==> src/rtl/fft_frame_unloader.sv <==
// fft_frame_unloader: captures whole FFT frames into a ping-pong buffer and
// streams bins out one per beat in natural order over valid/ready.
// Frames arriving with both buffers full are dropped and counted.
module fft_frame_unloader #(
  parameter int DATA_WIDTH = 11,
  parameter int POW        = 3,
  parameter int CNT_WIDTH  = 8,
  localparam int OW        = DATA_WIDTH + 2*POW,
  localparam int N         = 2**POW
) (
  input  logic                 clk,
  input  logic                 rst_n,
  input  logic [N*OW-1:0]      frame_r,
  input  logic [N*OW-1:0]      frame_i,
  input  logic                 frame_valid,
  output logic [OW-1:0]        src_r,
  output logic [OW-1:0]        src_i,
  output logic [POW-1:0]       src_idx,
  output logic                 src_sop,
  output logic                 src_eop,
  output logic                 src_valid,
  input  logic                 src_ready,
  output logic                 overflow,
  output logic [CNT_WIDTH-1:0] drop_cnt
);

  typedef enum logic {IDLE = 1'b0, STREAM = 1'b1} state_t;

  state_t         state, state_nxt;
  logic [OW-1:0]  buf_r [2][N];
  logic [OW-1:0]  buf_i [2][N];
  logic [1:0]     full, full_nxt;
  logic           wsel, rsel, rsel_nxt;
  logic [POW-1:0] idx, idx_nxt;
  logic           xfer, last, cap, drop;

  // Handshake, capture/drop decision and next-state of the read side.
  // A capture into the buffer being released on the same edge is allowed:
  // the clear of the old frame is applied before the set of the new one.
  always_comb begin
    xfer      = (state == STREAM) && src_ready;
    last      = xfer && (idx == POW'(N-1));
    cap       = frame_valid && (!full[wsel] || (last && (rsel == wsel)));
    drop      = frame_valid && !cap;
    full_nxt  = full;
    if (last) full_nxt[rsel] = 1'b0;
    if (cap)  full_nxt[wsel] = 1'b1;
    rsel_nxt  = rsel ^ last;
    idx_nxt   = idx;
    if (xfer) idx_nxt = last ? '0 : idx + 1'b1;
    // Looking at the next-cycle full flag gives one-cycle capture latency
    // and a bubble-free hand-over to the other buffer.
    state_nxt = full_nxt[rsel_nxt] ? STREAM : IDLE;
  end

  // FSM state register.
  always_ff @(posedge clk or negedge rst_n) begin
    if (!rst_n) state <= IDLE;
    else        state <= state_nxt;
  end

  // Buffer pointers, full flags, read index and drop statistics.
  always_ff @(posedge clk or negedge rst_n) begin
    if (!rst_n) begin
      full     <= '0;
      wsel     <= 1'b0;
      rsel     <= 1'b0;
      idx      <= '0;
      overflow <= 1'b0;
      drop_cnt <= '0;
    end else begin
      full     <= full_nxt;
      rsel     <= rsel_nxt;
      idx      <= idx_nxt;
      overflow <= drop;
      if (cap) wsel <= ~wsel;
      if (drop && (drop_cnt != '1)) drop_cnt <= drop_cnt + 1'b1;
    end
  end

  // Frame storage: the whole frame is written in one cycle on capture.
  always_ff @(posedge clk or negedge rst_n) begin
    if (!rst_n) begin
      for (int b = 0; b < 2; b++)
        for (int k = 0; k < N; k++) begin
          buf_r[b][k] <= '0;
          buf_i[b][k] <= '0;
        end
    end else if (cap) begin
      for (int k = 0; k < N; k++) begin
        buf_r[wsel][k] <= frame_r[k*OW +: OW];
        buf_i[wsel][k] <= frame_i[k*OW +: OW];
      end
    end
  end

  // Outputs decode registered state only; data is gated to zero when idle.
  assign src_valid = (state == STREAM);
  assign src_idx   = idx;
  assign src_sop   = src_valid && (idx == '0);
  assign src_eop   = src_valid && (idx == POW'(N-1));
  assign src_r     = src_valid ? buf_r[rsel][idx] : '0;
  assign src_i     = src_valid ? buf_i[rsel][idx] : '0;

endmodule

==> config.mk <==
export PLATFORM = sky130hd
export DESIGN_NAME = fft_frame_unloader
export DESIGN_NICKNAME = d
export VERILOG_FILES = /design/src/rtl/fft_frame_unloader.sv
export SDC_FILE = /design/constraint.sdc
export NUM_CORES = 1
export LEC_CHECK = 0
export ABC_CLOCK_PERIOD_IN_PS = 2150
export CELL_PAD_IN_SITES_DETAIL_PLACEMENT = 0
export CELL_PAD_IN_SITES_GLOBAL_PLACEMENT = 1
export CORE_UTILIZATION = 42
export DETAILED_ROUTE_END_ITERATION = 8
export PLACE_DENSITY = 0.87
export SYNTH_ARGS = -nofsm -noshare
export SYNTH_HDL_FRONTEND = slang
export SYNTH_SLANG_ARGS = --single-unit
==> constraint.sdc <==
create_clock -name clk -period 2.15 [get_ports clk]
set_clock_uncertainty 0.1 [all_clocks]
set_input_delay 0.43 -clock clk [delete_from_list [all_inputs] [get_ports clk]]
set_output_delay 0.43 -clock clk [all_outputs]
set_load 0.05 [all_outputs]
Yosys cells after proc, flatten, opt, wreduce, memory -nomap -nowiden
Cells that the tools add are included.
- add/subtract/negate cells: 2
- magnitude comparators: 9
- equal/unequal tests: 3
- mux-type cells: 58
- bitwise gates (word level): 8
- reduce and logical (&&, ||, !) cells: 15
- operator list (kind ; count):
    $bwmux 272 ; 16
    $demux 136 s1 ; 8
    $mux 136 ; 7
    $mux 119 ; 1
    $mux 17 ; 7
    $bmux 17 s3 ; 2
    $mux 102 ; 1
    $mux 85 ; 1
    $mux 68 ; 1
    $mux 51 ; 1
    $mux 34 ; 1
    $logic_and 1x1->1 ; 11
    $add 8x1->8 const B ; 1
    $ne 8x8->1 const B ; 1
    $mux 1 ; 7
    $lt 1x2->1 const B ; 3
    $ge 2x2->1 const B ; 2
    $ge 4x4->1 const B ; 1
    $mux 2 ; 2
    $not 1->2 ; 2
    $not 3->4 ; 1
    $add 3x1->3 const B ; 1
    $eq 3x3->1 const B ; 1
    $logic_not 3->1 ; 1
    12 further kinds ; 15
- register bits after elaboration: 561
- bits of input ports: 276
- logic and storage cells: 134

Longest topological paths before layout
Gate-level depths: netlist of run 1.
- word-level depth: 13
- mapped depth: 8

Least setup slack after synthesis of run 1
Ideal clock, no wire load.
- path type: reg-to-output
- start: register idx[0] (netlist: src_idx[0])
- end: output src_i[1]
- arrival: 2.653 ns
- data required time: 1.620 ns
- path slack: -1.033 ns
- cell stages (with the launch flop): 6
- buffers on the path: 2
- cell sequence: dfrtp_1 -> buf_2 -> buf_1 -> inv_2 -> mux2i_1 -> o21ai_0
- cells in the longest elaborated chain, start to end: 5
- RTL lines (item ; RTL line ; text):
    from (decl) ; 34 ; logic [POW-1:0] idx, idx_nxt;
    from (signal assigned) ; 74 ; idx <= idx_nxt;
    $not 3->4 (not written as such) ; 103 ; assign src_i = src_valid ? buf_i[rsel][idx] : '0;
    $bmux 17 s3 ; 103 ;
    $mux 17 (not written as such) (2 in a row) ; 103 ;
    $mux 17 ; 103 ;
    to (decl) ; 17 ; output logic [OW-1:0] src_i,
Every way passes these cells. The select of a mux whose other input is x is not followed.

Final worst setup path of run 1
- start: register rsel
- end: output src_i[8]
- cells in the longest elaborated chain, start to end: 8
- RTL lines (item ; RTL line ; text):
    from (decl) ; 33 ; logic wsel, rsel, rsel_nxt;
    from (signal assigned) ; 73 ; rsel <= rsel_nxt;
    $not 1->2 (not written as such) ; 103 ;
    $mux 136 (not written as such) (3 in a row) ; 103 ;
    $bmux 17 s3 ; 103 ;
    $mux 17 (not written as such) (2 in a row) ; 103 ;
    $mux 17 ; 103 ;
Every way passes these cells. The select of a mux whose other input is x is not followed.

==> results of run 1 <==
==> per-stage QoR <==
step	power (mW)	utilization (%)
6_report	63.5	62.3
5_1_grt	66.2	62.3
4_1_cts	62.4	61.6
3_5_place_dp	45.3	51.7
3_3_place_gp	44.2	51.7
2_1_floorplan	35.8	-
==> cell type report <==
type                            instances  area (um^2)  area share (%)
Antenna cell                           17         42.5           0.113
Sequential cell                       561        14000            37.4
Inverter                                4         22.5          0.0599
Clock inverter                         19          268           0.713
Clock buffer                           91         1800            4.79
Tap cell                              782          978            2.60
Multi-Input combinational cell       1032        12400            33.1
Timing Repair Buffer                  615         7980            21.2
==> per-layer routing <==
layer | vias up | global-route usage [%] | part of all wire (%) | wire (um)
li1 | 7573 | - | - | -
met1 | 9352 | 36.4 | 44 | 35700
met2 | 518 | 41.0 | 47 | 38500
met3 | 159 | 5.65 | 5.8 | 4720
met4 | 16 | 9.72 | 3.3 | 2700
met5 | - | 0 | 0.13 | 109
==> critical path, stage by stage (launching register included) <==
cell and delay (ps):
dfrtp_4 520, buf_8 160, buf_12 150, buf_12 140
mux2i_2 150, a22oi_2 250, a22oi_1 140, o211ai_1 220
buf_6 200
==> registers in the layout (all words and copies together) (netlist names) <==
signal and cells:
src_valid 1, drop_cnt 8, wsel 1, buf_r 272, buf_i 272, rsel 1, src_idx 3, full 2
overflow 1
==> cell families after synthesis <==
group           Yosys count  synth area share [%]
mux                     774                  35.5
flops                   561                  54.7
compound gates          142                  4.04
buf+inv                 128                  3.28
simple gates            101                  1.97
xor+xnor                  8                 0.273
fa+ha+maj                 4                 0.195
==> where the power goes <==
| group | internal (mW) | switching [mW] |
|---|---|---|
| registers | 15.9 | 3.05 |
| clock network | 6.47 | 4.34 |
| logic | 17.7 | 16.0 |
==> worst paths after layout <==
kind | depth (start not counted) | startpoint | end
worst min-delay path | 2 | rst_n | buf_r[260]
max in group asynchronous | 4 | rst_n | buf_i[54]
worst max register to register | 12 | rsel | buf_i[193]
min in group clk | 2 | frame_r[120] | buf_r[137]
worst min register to register | 1 | buf_r[235] | buf_r[235]
worst max-delay path | 8 | rsel | src_i[8]
==> timing repair <==
item / 4_1_cts / 5_1_grt
cloned: 55 / 4
buffers inserted: 73 / 8
hold endpoints to repair: 225 / 0
endpoints found under the setup margin: 589 / 598
resized for setup: 494 / 33
pin swaps: 59 / 46
hold buffers: 1 / 0
==> cell usage in the layout, fill, tap and decap left out, types with 7 or more instances in the layout <==
cell type,n
a22oi_1,50
a22oi_2,52
buf_12,72
buf_16,57
buf_4,110
buf_6,66
buf_8,17
bufbuf_16,7
clkbuf_1,14
clkbuf_16,65
clkbuf_8,16
clkdlybuf4s50_1,275
dfrtp_1,556
diode_2,17
mux2_1,61
mux2_2,196
mux2_4,291
mux2i_1,165
mux4_2,54
nand2_1,7
nand2_4,7
nand3_1,56
nand3_2,8
o211ai_1,21
==> impl_metrics.json, run 1 <==
{
  "status": "finished, violations left",
  "violations": "negative setup slack",
  "async_flop_share_pct": 100,
  "synth_top_area_share_pct": 54.7,
  "num_io_pins": 325,
  "antenna_found_initial": 25,
  "remaining_drc_errors": 0,
  "cp.required_ps": 1620,
  "maxSlewHeadroom_pct": 54.8,
  "area_growth_syn_to_layout_pct": 46.5,
  "gp_congestion": 0.849,
  "period_minus_slack_ps": 3110,
  "synth_common_cells": "561 x dfrtp_1, 287 x mux2_2, 261 x mux2_1",
  "synth_top_area_cell": "dfrtp_1",
  "dpl.cell_count": 2856,
  "grt-ovfl-total": 0,
  "yosysMostFrequentCell": "dfrtp_1",
  "insertion_delay_ps": 610,
  "vias_per_cell": 5.64,
  "finalHoldViolations": 0,
  "clockBufferDepth": 3,
  "power.density_nw_per_um2": 1690,
  "rsz0062_at_grt": "true",
  "initial_core_util_pct": 42.5,
  "ys_ff_latch": 561,
  "p_leak_nw": 16.2,
  "synthTopCellsByArea": "dfrtp_1 55%, mux2_2 13%, mux2_1 11%",
  "final.fill_count": 4228,
  "reg2reg_slack_ps": -620,
  "holdWs_ps": 175,
  "num_vias": 17600,
  "yosys_warnings": 0,
  "fp.coreArea_um2": 60400,
  "tightest_slew_ps": 678,
  "yosys_most_used_dff": "dfrtp_1",
  "clk_pin_slew_ps": 60,
  "worst-setup-path-type": "reg2out",
  "die_x_um": 249,
  "syn_nets": 1998,
  "cts_max_level": 2,
  "fin_ws_ps": -958,
  "period_share_pct": 145,
  "dr.pass1.iters": 4,
  "ant_nets": 0,
  "syn_inst": 1718,
  "synth_area_per_cell_um2": 14.9,
  "syn_area_um2": 25700,
  "dpl.hpwl_mm": 49.4,
  "routedWlPerCell_um": 26.2,
  "cp_max_fo": 8,
  "grt_start_max_net_pins": 115,
  "synth_seq_area_share_pct": 54.7,
  "stdcell_area_um2": 37600,
  "cts_sinks": 561,
  "setup-violations-final": 589,
  "drt-initial-drc-count": 1099,
  "stdcell_count": 3121,
  "place_area_um2": 31200,
  "drt_wl_total_mm": 81.7,
  "ys_types": 33,
  "synth_edf_count": 0,
  "cp-end-kind": "output port",
  "start_kind": "flop",
  "drv_cap": 0,
  "ir_worst_vdd_mv": 1.15,
  "layout.nets": 2554,
  "first_global_vias": 19100,
  "die_height_um": 249,
  "timing.fmax_mhz": 322,
  "fin_setup_tns_ps": -302160,
  "drive_above_1_share_pct": 46.2,
  "dpl_worst_slack_ps": -714,
  "cp_data_arrival_time_ps": 2580,
  "cts_tree": "yes",
  "io_buffers": 324,
  "cts_buffers": 60,
  "hold_path.class": "in2async",
  "rows": 90,
  "root_buffer": "clkbuf_16",
  "grt_use_total_pct": 26.4,
  "grt_pass1_wl_mm": 124,
  "die_area_um2": 62100,
  "drv_slew": 0
}
Power figures use the tool's default switching activity.
==> run 2, diff against run 1 <==
Settings changed: CORE_UTILIZATION 42 to 40, MAX_ROUTING_LAYER set to met4, PLACE_DENSITY 0.87 to 0.84.
==> run 2 against run 1 <==
Net effect: via count decreased by 1.5%; count of clock-buffer cells in the layout up 1; utilization is 2.5 points lower; clock power hardly changed; the run still ends with negative setup slack left; critical path depth decreased by 1; die area is 5.0% higher; routed wire length grew 1.2%; worst hold slack improved by 51 ps; global-route usage is 1.9 points lower; total power up 1.1%; critical endpoint is now src_r[5]; cell area is 0.56% higher.
==> impl_metrics.json, run 2 (same netlist as run 1, synthesis figures left out) <==
{
  "status": "finished, violations left",
  "violations": "negative setup slack",
  "remaining_drc_errors": 0,
  "cts_buffers": 61,
  "grt-ovfl-total": 0,
  "period_minus_slack_ps": 3110,
  "rows": 92,
  "drt_wl_total_mm": 82.6,
  "grtUsageMet2_pct": 36.2,
  "cts_max_level": 2,
  "first_global_vias": 18500,
  "maxSlewHeadroom_pct": 65.5,
  "grt_use_total_pct": 24.4,
  "regArea_um2": 14000,
  "crit_path_top_delay_cell": "dfrtp_4",
  "final.fill_count": 4558,
  "clockBufferDepth": 3,
  "routedWlPerCell_um": 26.1,
  "drv_cap": 0,
  "insertion_delay_ps": 620,
  "initial_core_util_pct": 40.6,
  "period_share_pct": 145,
  "p_leak_nw": 16.3,
  "multiInputGateArea_um2": 12900,
  "drive_above_1_share_pct": 48.5,
  "crit_chain": "buf_12 -> buf_12 -> mux2i_1 -> a22oi_2 -> a22oi_1 -> o211ai_1 -> buf_4",
  "dpl.hpwl_mm": 50.7,
  "dr.pass1.iters": 5,
  "reg2reg_slack_ps": -540,
  "cp_data_arrival_time_ps": 2580,
  "fin_ws_ps": -959,
  "start_kind": "flop",
  "rsz0062_at_grt": "true",
  "finish.utilization_pct": 59.8,
  "finalHoldViolations": 0,
  "tightest_slew_ps": 514,
  "power.density_nw_per_um2": 1700,
  "final_common_cell": "dfrtp_1",
  "die_x_um": 255,
  "hold_path.class": "in2async",
  "cp_max_fo": 13,
  "root_buffer": "clkbuf_16",
  "drt-initial-drc-count": 1106,
  "layout_common_cells": "556 x dfrtp_1, 415 x mux2_4, 279 x clkdlybuf4s50_1, 161 x mux2i_1, 131 x mux2_2",
  "layout.nets": 2520,
  "cts_tree": "yes",
  "crit_top_cell": "buf_12",
  "ir_worst_vdd_mv": 1.11,
  "cp-end-kind": "output port",
  "stdcell_count": 3162,
  "num_io_pins": 325,
  "grt_start_max_net_pins": 69,
  "die_area_um2": 65100,
  "cts_sinks": 561,
  "num_vias": 17400,
  "io_buffers": 324,
  "grtUsageMet1_pct": 33.1,
  "worst-setup-path-type": "reg2out",
  "ant_nets": 0,
  "area_growth_syn_to_layout_pct": 47.3,
  "met3_usage_pct": 5.06,
  "antenna_found_initial": 24,
  "grt_pass1_wl_mm": 116,
  "gr-max-usage-layer": "met2",
  "vias_per_cell": 5.49,
  "fp.coreArea_um2": 63200,
  "top_regs": "buf_i (272), buf_r (272), drop_cnt (8)",
  "setup-violations-final": 591,
  "dpl.cell_count": 2918,
  "cp.required_ps": 1620,
  "clk_pin_slew_ps": 60,
  "timing.fmax_mhz": 322,
  "drv_slew": 0,
  "gp_congestion": 0.845,
  "cp_slowest_stage_delay_ps": 520,
  "die_height_um": 255
}
-- run 2: cell count changes in the layout (fill, tap and decap cells not counted), sizes merged --
cell	change
dlygate4sd2	-5
clkdlybuf4s50	+4
clkinv	+2
buf	-54
inv	+4
clkinvlp	-2
clkdlybuf4s15	+2
clkbuf	+28
bufbuf	-7
bufinv	-1
diode	+8
and2	-2
-- run 2: final timing paths --
path                               to         start  depth (start not counted)
hold / removal             buf_r[270]         rst_n                          2
min in group clk           buf_r[153]  frame_r[102]                          2
setup reg to reg           buf_r[185]          rsel                         10
hold reg to reg            buf_r[153]    buf_r[153]                          1
setup / recovery             src_r[5]          rsel                          7
max in group asynchronous   buf_r[24]         rst_n                          4
-- run 2: layout make-up --
type	count	share of cell area, %
flip-flops and latches	561	37.2
multi-input cells	1030	34.1
repair buffers	582	20.0
clock buffers	92	4.96
well taps	846	2.80
clock inverters	22	0.699
diodes	25	0.166
inverters	4	0.0828
-- run 2: power by group --
group	internal [mW]	switching, mW	total (mW)
Sequential	15.9	3.14	19.1
Combinational	18.1	15.9	34.0
Clock	6.61	4.48	11.1
Total	40.6	23.5	64.2
-- run 2: repair_timing --
item,4_1_cts,5_1_grt
gates cloned,31,37
setup endpoints to repair,591,594
setup buffers,47,18
pin swaps,46,45
hold buffers,1,0
endpoints found under the hold margin,143,0
resized for setup,348,321
-- run 2: routing by layer --
layer,routed length (um),vias to the layer above
met5,0,-
met4,2540,0
met3,4860,129
met2,38500,488
met1,36700,9225
li1,-,7510
-- run 2: stage by stage --
step	setup slack (ps)	TNS, ps	power (mW)	area (um^2)	hold slack [ps]
finish	-959	-259110	64.2	37800	226
global route	-1050	-287790	66.9	37800	224
CTS	-981	-276950	60.9	36000	207
detailed placement	-646	-316720	45.1	31300	270
global placement	-649	-328930	44.1	31300	265
floorplan	-591	-211710	35.8	26200	34.4
-- run 2: critical path: cells and delay by family (launching register included) --
family	cells	cell delay (ps)
AOI/OAI and AO/OA	3	680
buffers and inverters	3	600
DFF	1	520
muxes	1	140
==> run 3, diff against run 2 <==
Settings changed: SKIP_CTS_REPAIR_TIMING set to 1.
==> run 3 against run 2 <==
Net effect: the run still ends with negative setup slack left; final cell count down 2.2%; routed wire length is 12% lower; utilization decreased by 4.7 points; first-iteration DRC count down 26%; worst hold slack worse by 4.4 ps; via count shrank 4.3%; combinational power decreased by 16%; maximum frequency shrank 0.12%; critical path type unchanged; register-to-register slack improved by 90 ps; critical path depth unchanged; worst setup slack got worse by 3.7 ps.
==> impl_metrics.json, run 3 (same netlist as run 1, synthesis figures left out) <==
{
  "switchingPower_mw": 21.8,
  "drive_above_1_share_pct": 36.3,
  "worst-setup-path-type": "reg2out",
  "dpl.hpwl_mm": 50.7,
  "stdcell_area_um2": 34800,
  "layout_common_cells": "556 x dfrtp_1, 288 x mux2_2, 282 x clkdlybuf4s50_1, 226 x mux2_1, 163 x mux2i_1",
  "cp_data_arrival_time_ps": 2580,
  "first_global_vias": 17700,
  "die_area_um2": 65100,
  "seqPwrFrac_pct": 31.9,
  "area_growth_syn_to_layout_pct": 35.8,
  "top_regs": "buf_i (272), buf_r (272), drop_cnt (8)",
  "initial_core_util_pct": 40.6,
  "fin_setup_tns_ps": -197170,
  "rsz0062_at_grt": "true",
  "cts_buffers": 61,
  "clkPwrFrac_pct": 18.9,
  "fp.coreArea_um2": 63200,
  "antenna_found_initial": 21,
  "power_mw": 58.4,
  "ir_worst_vdd_mv": 1.11,
  "power.density_nw_per_um2": 1680,
  "status": "finished, violations left",
  "cts_max_level": 2,
  "grt-ovfl-total": 0,
  "final.fill_count": 4979,
  "timing.fmax_mhz": 321,
  "drv_cap": 0,
  "drt-initial-drc-count": 814,
  "drv_slew": 0,
  "cts_tree": "yes",
  "insertion_delay_ps": 620,
  "num_vias": 16600,
  "remaining_drc_errors": 0,
  "violations": "negative setup slack",
  "p_leak_nw": 14.7,
  "dr.pass1.iters": 4,
  "place_area_um2": 31300,
  "die_height_um": 255,
  "pwr-share-comb_pct": 49.2,
  "die_x_um": 255,
  "rows": 92,
  "routedWlPerCell_um": 23.6,
  "final_common_cell": "dfrtp_1",
  "cts_sinks": 561,
  "fin_ws_ps": -962,
  "ant_nets": 0,
  "num_io_pins": 325,
  "p_sw_share_pct": 37.3,
  "cp-end-kind": "output port",
  "setup-violations-final": 590,
  "period_share_pct": 145,
  "drt_wl_total_mm": 73.0,
  "gp_congestion": 0.845,
  "grt_use_total_pct": 22.2,
  "dpl.cell_count": 2918,
  "io_buffers": 324,
  "clk_pin_slew_ps": 60,
  "dpl_worst_slack_ps": -646,
  "grt_start_max_net_pins": 69,
  "layout.nets": 2456,
  "period_minus_slack_ps": 3110,
  "hold_path.class": "in2async",
  "vias_per_cell": 5.37,
  "tightest_slew_ps": 507,
  "cp.required_ps": 1620,
  "maxSlewHeadroom_pct": 66.1,
  "stdcell_count": 3094,
  "grt_pass1_wl_mm": 106,
  "finalHoldViolations": 0,
  "root_buffer": "clkbuf_16",
  "cp_max_fo": 13,
  "clockBufferDepth": 3,
  "start_kind": "flop",
  "internal_power_mw": 36.6
}
==> run 3: critical path: stages, from the launching register on <==
cell	delay (ps)
dfrtp_4	530
buf_12	190
buf_12	170
mux2i_1	150
a22oi_2	280
a22oi_1	140
o211ai_1	230
buf_4	250
==> run 3: path summary, 6_finish.rpt <==
path,slack (ps),cells after the start,end,from
max reg2reg,-450,10,buf_r[137],src_idx[1]
max,-960,7,src_r[7],rsel
max in group asynchronous,980,4,buf_r[27],rst_n
min reg2reg,380,1,buf_r[181],buf_r[181]
min,220,2,buf_i[221],rst_n
min in group clk,330,2,buf_i[250],frame_i[29]
==> run 3: per-stage QoR <==
stage          hold slack (ps)  util, %
2_1_floorplan             34.4        -
3_3_place_gp               265     49.6
3_5_place_dp               270     49.6
4_1_cts                   -400     53.0
5_1_grt                    221     55.1
6_report                   221     55.1
==> run 3: per-layer routing <==
| layer | wire length (um) | GRT usage, % |
|---|---|---|
| met3 | 4180 | 4.74 |
| met4 | 2310 | 8.08 |
| met5 | 0 | - |
| met1 | 33000 | 30.1 |
| met2 | 33400 | 32.6 |
==> run 3: cell type report <==
| class | count | area [um^2] | share of cell area (%) |
|---|---|---|---|
| tap | 846 | 1060 | 3.04 |
| sequential | 561 | 14000 | 40.3 |
| antenna | 21 | 52.6 | 0.151 |
| clock inverter | 22 | 264 | 0.758 |
| clock buffer | 92 | 1880 | 5.38 |
| inverter | 4 | 22.5 | 0.0647 |
| timing repair buffer | 519 | 6140 | 17.6 |
| multi-input combinational | 1029 | 11400 | 32.7 |
==> run 3: power groups by stage <==
stage / Combinational [mW] / Clock (mW) / Sequential (mW)
floorplan: 17.7 / 0 / 18.1
global placement: 25.8 / 0 / 18.3
detailed placement: 26.4 / 0 / 18.7
CTS: 26.5 / 11.2 / 18.6
global route: 30.3 / 11.7 / 19.3
finish: 28.7 / 11.0 / 18.6
